<file path="config.mk">
export PLATFORM = sky130hd
export DESIGN_NAME = key_click_decoder
export DESIGN_NICKNAME = d
export VERILOG_FILES = /design/src/rtl/key_pkg.sv /design/src/rtl/sync_2ff.sv /design/src/rtl/key_click_decoder.sv
export SDC_FILE = /design/constraint.sdc
export NUM_CORES = 1
export LEC_CHECK = 0
export ABC_AREA = 1
export CAP_MARGIN = 20
export CORE_ASPECT_RATIO = 1.2
export CORE_MARGIN = 1
export CORE_UTILIZATION = 55
export CTS_CLUSTER_SIZE = 16
export DETAILED_ROUTE_END_ITERATION = 7
export PLACE_DENSITY_LB_ADDON = 0.12
export SLEW_MARGIN = 20
export SYNTH_ARGS = -nofsm -noshare
export SYNTH_HDL_FRONTEND = slang
export SYNTH_HIERARCHICAL = 1
export SYNTH_SLANG_ARGS = --single-unit
export TNS_END_PERCENT = 20
</file>
<file path="constraint.sdc">
create_clock -name sclk -period 2.5 [get_ports sclk]
set_input_delay 0.5 -clock sclk [delete_from_list [all_inputs] [get_ports sclk]]
set_output_delay 0.5 -clock sclk [all_outputs]
set_load 0.005 [all_outputs]
</file>
<file path="src/rtl/key_pkg.sv">
// Shared definitions for the key front end: gesture FSM encoding and default timing constants
// common to the debouncer and the click decoder.
package key_pkg;

  typedef enum logic [1:0] {
    StIdle  = 2'd0,
    StHeld1 = 2'd1,
    StGap   = 2'd2,
    StLock  = 2'd3
  } key_state_e;

  localparam int unsigned CLK_HZ       = 50_000_000;
  localparam int unsigned LONG_CYC_DEF = CLK_HZ;               // 1 s hold
  localparam int unsigned DBL_CYC_DEF  = CLK_HZ / 1000 * 300;  // 300 ms double-click window
  localparam int unsigned REL_CYC_DEF  = CLK_HZ / 1000 * 10;   // 10 ms stable-high release
  localparam int unsigned DEB_CYC      = CLK_HZ / 1000 * 20;   // 20 ms debouncer settle time
  localparam int unsigned CNT_W_DEF    = 26;

endpackage

</file>
<file path="src/rtl/sync_2ff.sv">
// Generic two-flop synchroniser for a single asynchronous level; the reset value is chosen so
// an idle line reads inactive straight out of reset.
module sync_2ff #(
  parameter bit ResetVal = 1'b1
) (
  input  logic clk_i,
  input  logic rst_ni,
  input  logic d_i,
  output logic q_o
);

  logic [1:0] sync_q;
  logic [1:0] sync_d;

  assign sync_d = {sync_q[0], d_i};

  always_ff @(posedge clk_i or negedge rst_ni) begin
    if (!rst_ni) begin
      sync_q <= {2{ResetVal}};
    end else begin
      sync_q <= sync_d;
    end
  end

  assign q_o = sync_q[1];

endmodule

</file>
<file path="src/rtl/key_click_decoder.sv">
// Classifies each debounced key gesture as single click, double click or long press and emits
// one registered one-cycle pulse per gesture.
module key_click_decoder
  import key_pkg::*;
#(
  parameter int unsigned LONG_CYC = LONG_CYC_DEF,
  parameter int unsigned DBL_CYC  = DBL_CYC_DEF,
  parameter int unsigned REL_CYC  = REL_CYC_DEF,
  parameter int unsigned CNT_W    = CNT_W_DEF
) (
  input  logic sclk,
  input  logic nrst,
  input  logic key_n,
  input  logic key_press,
  output logic single_click,
  output logic double_click,
  output logic long_press,
  output logic busy
);

  localparam int unsigned RelW = (REL_CYC > 1) ? $clog2(REL_CYC) : 1;
  localparam logic [RelW-1:0]  RelMax  = RelW'(REL_CYC - 1);
  localparam logic [CNT_W-1:0] LongMax = CNT_W'(LONG_CYC - 1);
  localparam logic [CNT_W-1:0] DblMax  = CNT_W'(DBL_CYC - 1);

  logic            key_s;
  logic [RelW-1:0] rel_cnt_q, rel_cnt_d;
  logic            rel_ok;
  key_state_e      state_q, state_d;
  logic [CNT_W-1:0] tmr_q, tmr_d;
  logic            single_q, single_d;
  logic            double_q, double_d;
  logic            long_q, long_d;
  logic            busy_q, busy_d;

  sync_2ff #(
    .ResetVal (1'b1)
  ) u_key_sync (
    .clk_i  (sclk),
    .rst_ni (nrst),
    .d_i    (key_n),
    .q_o    (key_s)
  );

  // Any low sample restarts the stable-high run, which absorbs release bounce.
  always_comb begin
    rel_cnt_d = rel_cnt_q;
    if (!key_s) begin
      rel_cnt_d = '0;
    end else if (rel_cnt_q != RelMax) begin
      rel_cnt_d = rel_cnt_q + 1'b1;
    end
  end

  assign rel_ok = key_s && (rel_cnt_q == RelMax);

  always_comb begin
    state_d  = state_q;
    single_d = 1'b0;
    double_d = 1'b0;
    long_d   = 1'b0;
    unique case (state_q)
      StIdle: begin
        if (key_press) state_d = StHeld1;
      end
      StHeld1: begin
        if (tmr_q == LongMax) begin
          long_d  = 1'b1;
          state_d = StLock;
        end else if (rel_ok) begin
          state_d = StGap;
        end
      end
      StGap: begin
        if (key_press) begin
          double_d = 1'b1;
          state_d  = StLock;
        end else if (tmr_q == DblMax) begin
          single_d = 1'b1;
          state_d  = StIdle;
        end
      end
      StLock: begin
        if (rel_ok) state_d = StIdle;
      end
    endcase

    if (state_d != state_q) begin
      tmr_d = '0;
    end else if ((state_q == StHeld1) || (state_q == StGap)) begin
      tmr_d = tmr_q + 1'b1;
    end else begin
      tmr_d = tmr_q;
    end

    busy_d = (state_d != StIdle);
  end

  always_ff @(posedge sclk or negedge nrst) begin
    if (!nrst) begin
      rel_cnt_q <= '0;
      state_q   <= StIdle;
      tmr_q     <= '0;
      single_q  <= 1'b0;
      double_q  <= 1'b0;
      long_q    <= 1'b0;
      busy_q    <= 1'b0;
    end else begin
      rel_cnt_q <= rel_cnt_d;
      state_q   <= state_d;
      tmr_q     <= tmr_d;
      single_q  <= single_d;
      double_q  <= double_d;
      long_q    <= long_d;
      busy_q    <= busy_d;
    end
  end

  assign single_click = single_q;
  assign double_click = double_q;
  assign long_press   = long_q;
  assign busy         = busy_q;

endmodule
</file>
# After elaboration in Yosys (flattened, before gate mapping)
# Index checks and enable logic that the tools add are counted.
word_totals:
  register_bits: 53
  wordCells: 42
  in_bits: 4
classes:
  n_addsub: 2
  muxes: 18
  n_reduce_logical: 5
  n_eq_ne: 9
ops:
  columns: ["operator", "count"]
  rows:
  - ["26-bit two-way mux", 2]
  - ["19-bit two-way mux", 2]
  - ["26-bit by 1-bit adder with 26-bit output (second input constant)", 1]
  - ["26-bit by 24-bit == test with 1-bit output (second input constant)", 1]
  - ["26-bit == test (second input constant)", 1]
  - ["19-bit by 1-bit adder with 19-bit output (second input constant)", 1]
  - ["19-bit == test (second input constant)", 1]
  - ["19-bit inequality test (second input constant)", 1]
  - ["2-bit two-way mux", 6]
  - ["2-bit case mux with 4 select lines", 1]
  - ["1-bit two-way mux", 7]
  - ["2-bit == test (second input constant)", 2]
  - ["2-bit nonzero test", 2]
  - ["2-bit by 1-bit == test with 1-bit output (second input constant)", 1]
  - ["2-bit logical NOT", 1]
  - ["2-bit inequality test", 1]
  - ["2-bit inequality test (second input constant)", 1]
  - ["1-bit logical AND", 1]
  - ["1-bit logical OR", 1]

# Longest topological paths before layout
# Gate-level depths: netlist of run 1.
depth:
  depth_word: 7
  depth_mapped: 15
  depth_no_buf: 14

# Modules after synthesis
# The synthesis of run 1 kept the hierarchy.
modules_own_cells:
  columns: ["module", "cells_per_inst", "n_inst", "seq_area_each_um2", "area_each_um2"]
  rows:
  - ["key_click_decoder", 377, 1, 1276.2, 2955.3]
  - ["sync_2ff", 2, 1, 52.6, 52.6]

# Worst setup path after synthesis of run 1
# OpenSTA, ideal clock, no wires.
synth_path:
  path_type: "reg2reg"
  start: "reg state_q[1]"
  end: "reg tmr_q[17]"
  setup_slack_ns: 0.493
  required_time_ns: 2.431
  t_arrival_ns: 1.938
  path_stages_with_launch: 14
  period_less_slack_ns: 2.007
  cell_sequence: "dfrtp_1 -> inv_1 -> ha_1 -> buf_4 -> inv_1 -> nor2_1 -> nand2_1 -> nor4_4 -> nand2_1 -> nor2_1 -> nand2_1 -> o21bai_1 -> nand2_1 -> nor2_2"
synth_between:
  elab_chain_len: 5
  elab_cells_between_ends: 15
  cone_classes: "eq/ne (4); mux (8); reduce/logical (3)"
synth_rtl:
  columns: ["element", "line_no", "source"]
  rows:
  - ["start, declared", "key_click_decoder.sv:29", "key_state_e state_q, state_d;"]
  - ["start signal, assigned", "key_click_decoder.sv:102", "state_q <= StIdle;"]
  - ["start signal, assigned", "key_click_decoder.sv:110", "state_q <= state_d;"]
  - ["2-bit two-way mux (on tied branches)", "key_click_decoder.sv:78, key_click_decoder.sv:70", null]
  - ["2-bit two-way mux (on tied branches)", "key_click_decoder.sv:75, key_click_decoder.sv:67", null]
  - ["2-bit case mux with 4 select lines", "key_click_decoder.sv:62", "unique case (state_q)"]
  - ["2-bit inequality test", "key_click_decoder.sv:88", "if (state_d != state_q) begin"]
  - ["26-bit two-way mux / 2-bit nonzero test (equally long branches)", null, null]
  - ["end signal, assigned", "key_click_decoder.sv:111", "tmr_q <= tmr_d;"]
  - ["end, declared", "key_click_decoder.sv:30", "logic [CNT_W-1:0] tmr_q, tmr_d;"]
# Several ways; a longest one is shown, not always the timed one.
# A chain may end at the register's enable or synchronous reset.

# Worst setup path in the final report of run 1
# Same ends and word-level chain as after synthesis.

==> results.yml, run 1 <==
cells_and_area:
  final_common_cell: "nand2_1"
  layout.cells.most_common_list: "nand2_1 (75), nor2_1 (56), dfrtp_1 (50)"
  multiInputGateArea_um2: 1460
  nets: 404
  antenna_cells: 0
  fill_cells: 490
  drive_above_1_share_pct: 12.7
  final_area_um2: 3260
  seqCellArea_um2: 1330
  area_growth_syn_to_layout_pct: 8.24
route:
  drtAntennaViolNets: 0
  first_pass_iters: 4
  routed_wl_um: 5770
  wire_per_inst_um: 12.6
  num_vias: 2416
  drt_iter0_drc: 114
  vias_per_cell: 5.29
  drc_errors: 0
floorplan:
  die_w_um: 69.5
  initial_core_util_pct: 57.2
  ios: 8
  die_area_um2: 5770
  core_um2: 5260
  die_y_um: 83.0
  rows: 29
setup_path:
  cp_max_fo: 6
  required_ps: 2730
  end_kind: "flip-flop"
  slowest_stage: "dfrtp_1"
  arrival_ps: 2480
  crit_path_frequent_cell: "nand2_1"
  reg2reg_depth: 12
  r2r_start: "state_q[1]"
  cp-startpoint: "state_q[1]"
  crit_path_cell_trace: "inv_1 > ha_1 > inv_1 > nor2_1 > nand2_1 > nor4_4 > nand2_1 > nor2_1 > nand2_1 > o21bai_1 > nand2_1 > nor2_2"
  slowest_delay_ps: 420
  worstSetupStartpointType: "flip-flop"
  worst-setup-path-type: "reg2reg"
yosys:
  synthesis.area_um2: 3010
  yosysSeqAreaShare_pct: 44.2
  syn_area_per_cell_um2: 7.94
  synth_flop_cell: "dfrtp_1"
  yosysWarnings: 6
  synthArstFlopShare_pct: 100
  syn_inst: 379
  syn_nets: 389
  synth_edf_count: 0
  ys_ff_latch: 53
  yosysUniqueCellTypes: 31
timing:
  max-slew-margin-rel_pct: 58.5
  hold_viol_final: 0
  fin_skew_ps: 8.81
  fmax_mhz: 444
  rsz0062_at_grt: "false"
  max_slew.worst_pin.slew_ps: 616
  setup_viol: 0
  period_share_pct: 90.1
  drv_slew: 0
  fin_crit_ps: 2250
  final.setup.tns_ps: 0
power:
  pwr-share-clk_pct: 25.5
  peakVddDrop_uv: 458
  p_sw_share_pct: 34.7
  p_int_uw: 1240
  p_leak_uw: 0.00141
  switching_power_uw: 656
  p_per_area_nw_per_um2: 581
  p_comb_share_pct: 25.5
  p_seq_share_pct: 49.1
min_path:
  hold_class: "in2async"
global_routing:
  gr-usage-all-layers_pct: 22.2
  antenna_found_initial: 0
  grt_pass1_wl_um: 10200
  grt_start_max_net_pins: 29
  grt-ovfl-total: 0
  grt_pass1_vias: 2279
clock_network:
  worstSkewPairLatency_ps: 310
  tritoncts: "built"
  cts-root-buf: "clkbuf_8"
  cts_buffers: 5
  cts.sinks: 53
  cts.htree.levels: 2
  path_clk_slew_ps: 100
  clockBufferDepth: 2
  cts_hold_buf: 0
place:
  port_buffers: 7
  hpwl_um: 4400
  place_area_um2: 3160
  finalWeightedCongestion: 0.879
run:
  timing.max_cap.violations: 0
run_status:
  status: "finished clean"
[per-layer routing]
metal  GRT usage, %  wire length [µm]
met1           27.2              2560
met2           39.0              2970
met3           3.88               142
met4           7.79                97
met5              0                 0
[critical path: cells and delay by family (launching register included)]
| family | cells | cell delay, ps |
|---|---|---|
| flops | 1 | 420 |
| fa+ha+maj | 1 | 320 |
| compound gates | 1 | 130 |
| simple gates | 8 | 1100 |
| buf+inv | 2 | 210 |
[power by group through the flow]
stage	Combinational (µW)	Sequential, µW	Clock (µW)
3_5_place_dp	491	942	0
5_1_grt	553	933	527
4_1_cts	493	926	504
3_3_place_gp	487	942	0
2_1_floorplan	433	934	0
6_report	482	928	481
[metrics by stage]
step / hold slack, ps / power (µW) / std cells / util (%) / setup WS (ps)
final: 193 / 1890 / 457 / 61.9 / 248
after global routing: 253 / 2010 / 457 / 61.9 / 8.38
after CTS: 208 / 1920 / 456 / 61.7 / 220
after detailed placement: 347 / 1430 / 448 / 60.0 / 60.9
after global placement: 346 / 1430 / 448 / 60.0 / 144
after floorplan: 204 / 1370 / 379 / - / 493
[area by class of cell]
cell class,instances,share of cell area (%)
clock inverter,2,0.461
tap,62,2.38
clock buffer,6,2.23
sequential,53,40.9
timing repair buffer,12,3.54
inverter,49,5.65
multi-input combinational,273,44.9
[registers in the layout, summed over array words and instances, names as in the netlist]
name	cells
tmr_q	26
state_q	2
busy	1
rel_cnt_q	19
long_press	1
double_click	1
single_click	1
u_key_sync/sync_q	2
[cell usage after synthesis (2+ instances only)]
library cell	n	area, µm²
a21oi_1	12	60.1
dfrtp_1	51	1280
inv_1	49	184
xor2_1	20	175
dfstp_2	2	52.6
nand2_2	5	31.3
nor4_1	4	25.0
nand3_2	2	20.0
nor2_1	56	210
nor3_1	10	50.1
nand4_1	9	56.3
ha_1	6	75.1
buf_6	2	22.5
xnor2_1	4	35.0
o21ai_0	14	70.1
nand2_1	75	282
a211oi_1	2	15.0
nor2_2	22	138
nand3_1	20	100
or2_2	2	12.5
nand3b_1	2	15.0
[worst paths after layout]
kind,end,slack [ps]
min in group sclk,u_key_sync/sync_q[1],350
worst min-delay path,rel_cnt_q[9],190
worst max-delay path,tmr_q[17],250
worst min register to register,u_key_sync/sync_q[1],350
worst max register to register,tmr_q[17],250
max in group asynchronous,state_q[0],1730
[cells by family (layout without fill, tap and decap cells)]
group	count (synthesis)	in the layout	synth area share (%)
and+or+nand+nor	211	211	33.1
DFF	53	53	44.2
adders and majority gates	6	6	2.50
AOI/OAI and AO/OA	31	31	5.66
muxes	1	1	0.333
buffers and inverters	53	69	7.24
xor gates and xnor gates	24	24	6.99
[repair_timing]
item | CTS | global route
gates resized for setup | 0 | 1
setup endpoints to repair | 0 | 1
setup buffers | 0 | 1
(Power assumes the default switching activity.)
==> inputs of run 2 (changes only) <==
--- a/config.mk
+++ b/config.mk
@@ -10,6 +10,7 @@
 export CORE_ASPECT_RATIO = 1.2
 export CORE_MARGIN = 1
 export CORE_UTILIZATION = 55
+export CTS_BUF_LIST = sky130_fd_sc_hd__clkbuf_4 sky130_fd_sc_hd__clkbuf_8
 export CTS_CLUSTER_SIZE = 16
 export DETAILED_ROUTE_END_ITERATION = 7
 export PLACE_DENSITY_LB_ADDON = 0.12
==> run 2 against run 1 <==
Against the previous run: clock power is 2% higher; register-to-register slack hardly changed; core utilization is 0.071 points higher; clock-buffer cell count stayed put; total power is 0.57% higher; critical endpoint unchanged.
==> results.yml, run 2 (same netlist as run 1, synthesis figures left out) <==
place:
  port_buffers: 7
  finalWeightedCongestion: 0.879
  hpwl_um: 4400
  place_area_um2: 3160
run:
  timing.max_cap.violations: 0
run_status:
  status: "finished clean"
clock_network:
  cts.sinks: 53
  cts_buffers: 5
  tritoncts: "built"
  cts-root-buf: "clkbuf_8"
  worstSkewPairLatency_ps: 310
  cts.htree.levels: 2
  path_clk_slew_ps: 100
  clockBufferDepth: 2
timing:
  hold_viol_final: 0
  max_slew.worst_pin.slew_ps: 616
  drv_slew: 0
  fmax_mhz: 444
  max-slew-margin-rel_pct: 58.5
  final.setup.tns_ps: 0
  holdWs_ps: 193
  setup_viol: 0
  period_share_pct: 90.1
  fin_skew_ps: 8.75
  fin_crit_ps: 2250
  rsz0062_at_grt: "false"
setup_path:
  cp_max_fo: 6
  r2r_start: "state_q[1]"
  required_ps: 2730
  r2r_slack_ps: 250
  cp-startpoint: "state_q[1]"
  r2r-end: "tmr_q[17]"
  reg2reg_depth: 12
  worst-setup-path-type: "reg2reg"
  end_kind: "flip-flop"
  worstSetupStartpointType: "flip-flop"
  arrival_ps: 2480
floorplan:
  core_um2: 5260
  rows: 29
  initial_core_util_pct: 57.2
  ios: 8
  die_w_um: 69.5
  die_y_um: 83.0
  die_area_um2: 5770
global_routing:
  grt_pass1_vias: 2279
  grt_pass1_wl_um: 10200
  antenna_found_initial: 0
  grt_start_max_net_pins: 29
  grt-ovfl-total: 0
  gr-usage-all-layers_pct: 22.2
cells_and_area:
  top_regs: "tmr_q (26), rel_cnt_q (19)"
  antenna_cells: 0
  nets: 404
  seqCellArea_um2: 1330
  layout.cells.most_common_list: "nand2_1 (75), nor2_1 (56), dfrtp_1 (50)"
  multiInputGateArea_um2: 1460
  largest_register: "tmr_q"
  drive_above_1_share_pct: 12.9
  largest_reg_flops: 26
  final_area_um2: 3260
  utilization_pct: 62.0
  fill_cells: 488
  area_growth_syn_to_layout_pct: 8.36
  final_common_cell: "nand2_1"
route:
  wire_per_inst_um: 12.6
  drtAntennaViolNets: 0
  vias_per_cell: 5.29
  drc_errors: 0
  routed_wl_um: 5770
  drt_iter0_drc: 114
  num_vias: 2416
  first_pass_iters: 4
power:
  peakVddDrop_uv: 458
  p_leak_uw: 0.00142
  p_per_area_nw_per_um2: 584
min_path:
  hold_class: "in2async"
-- run 2: cell counts in the layout (fill, tap and decap cells not counted) --
No cell type changed its count.
-- run 2: per-layer routing --
metal	track usage (%)	wire [µm]	part of all wire [%]	vias to the layer above
li1	-	-	-	1232
met1	27.2	2560	44	1135
met2	39.0	2970	51	39
met3	3.88	142	2.5	10
met4	7.79	97	1.7	0
met5	0	0	0	-
-- run 2: critical path, cell delays in order, from the launching register on --
cell      delay [ps]
dfrtp_1          420
inv_1            130
ha_1             320
inv_1             80
nor2_1           140
nand2_1          130
nor4_4           220
nand2_1          130
nor2_1           200
nand2_1          100
o21bai_1         130
nand2_1           80
nor2_2           100
-- run 2: worst max path at each step --
stage	end	slack, ps	cells past startpoint
2_1_floorplan	tmr_q[17]	490	13
3_3_place_gp	tmr_q[7]	140	12
3_5_place_dp	tmr_q[8]	60	12
4_1_cts	tmr_q[17]	220	12
5_1_grt	tmr_q[17]	8	12
6_report	tmr_q[17]	250	12
-- run 2: power by group --
group	total, µW	internal [µW]	switching (µW)
sequential	928	895	33.4
clock	492	209	284
combinational	482	143	339
total	1900	1250	656
-- run 2: what timing repair did --
item	in CTS	in global routing
gates resized for setup	0	1
setup endpoints to repair	0	1
buffers inserted	0	1
hold endpoints to repair	0	0
hold buffers	0	0
-- run 2: through the flow --
stage          setup WS (ps)  total power [µW]  instances
6_report                 248              1900        457
5_1_grt                 8.38              2020        457
4_1_cts                  220              1930        456
3_5_place_dp            60.9              1430        448
3_3_place_gp             144              1430        448
2_1_floorplan            493              1370        379
-- run 2: layout make-up --
| class | count | area share, % |
|---|---|---|
| well taps | 62 | 2.38 |
| multi-input cells | 273 | 44.8 |
| clock inverters | 2 | 0.461 |
| repair buffers | 12 | 3.53 |
| inverters | 49 | 5.64 |
| clock buffers | 6 | 2.34 |
| flip-flops and latches | 53 | 40.8 |
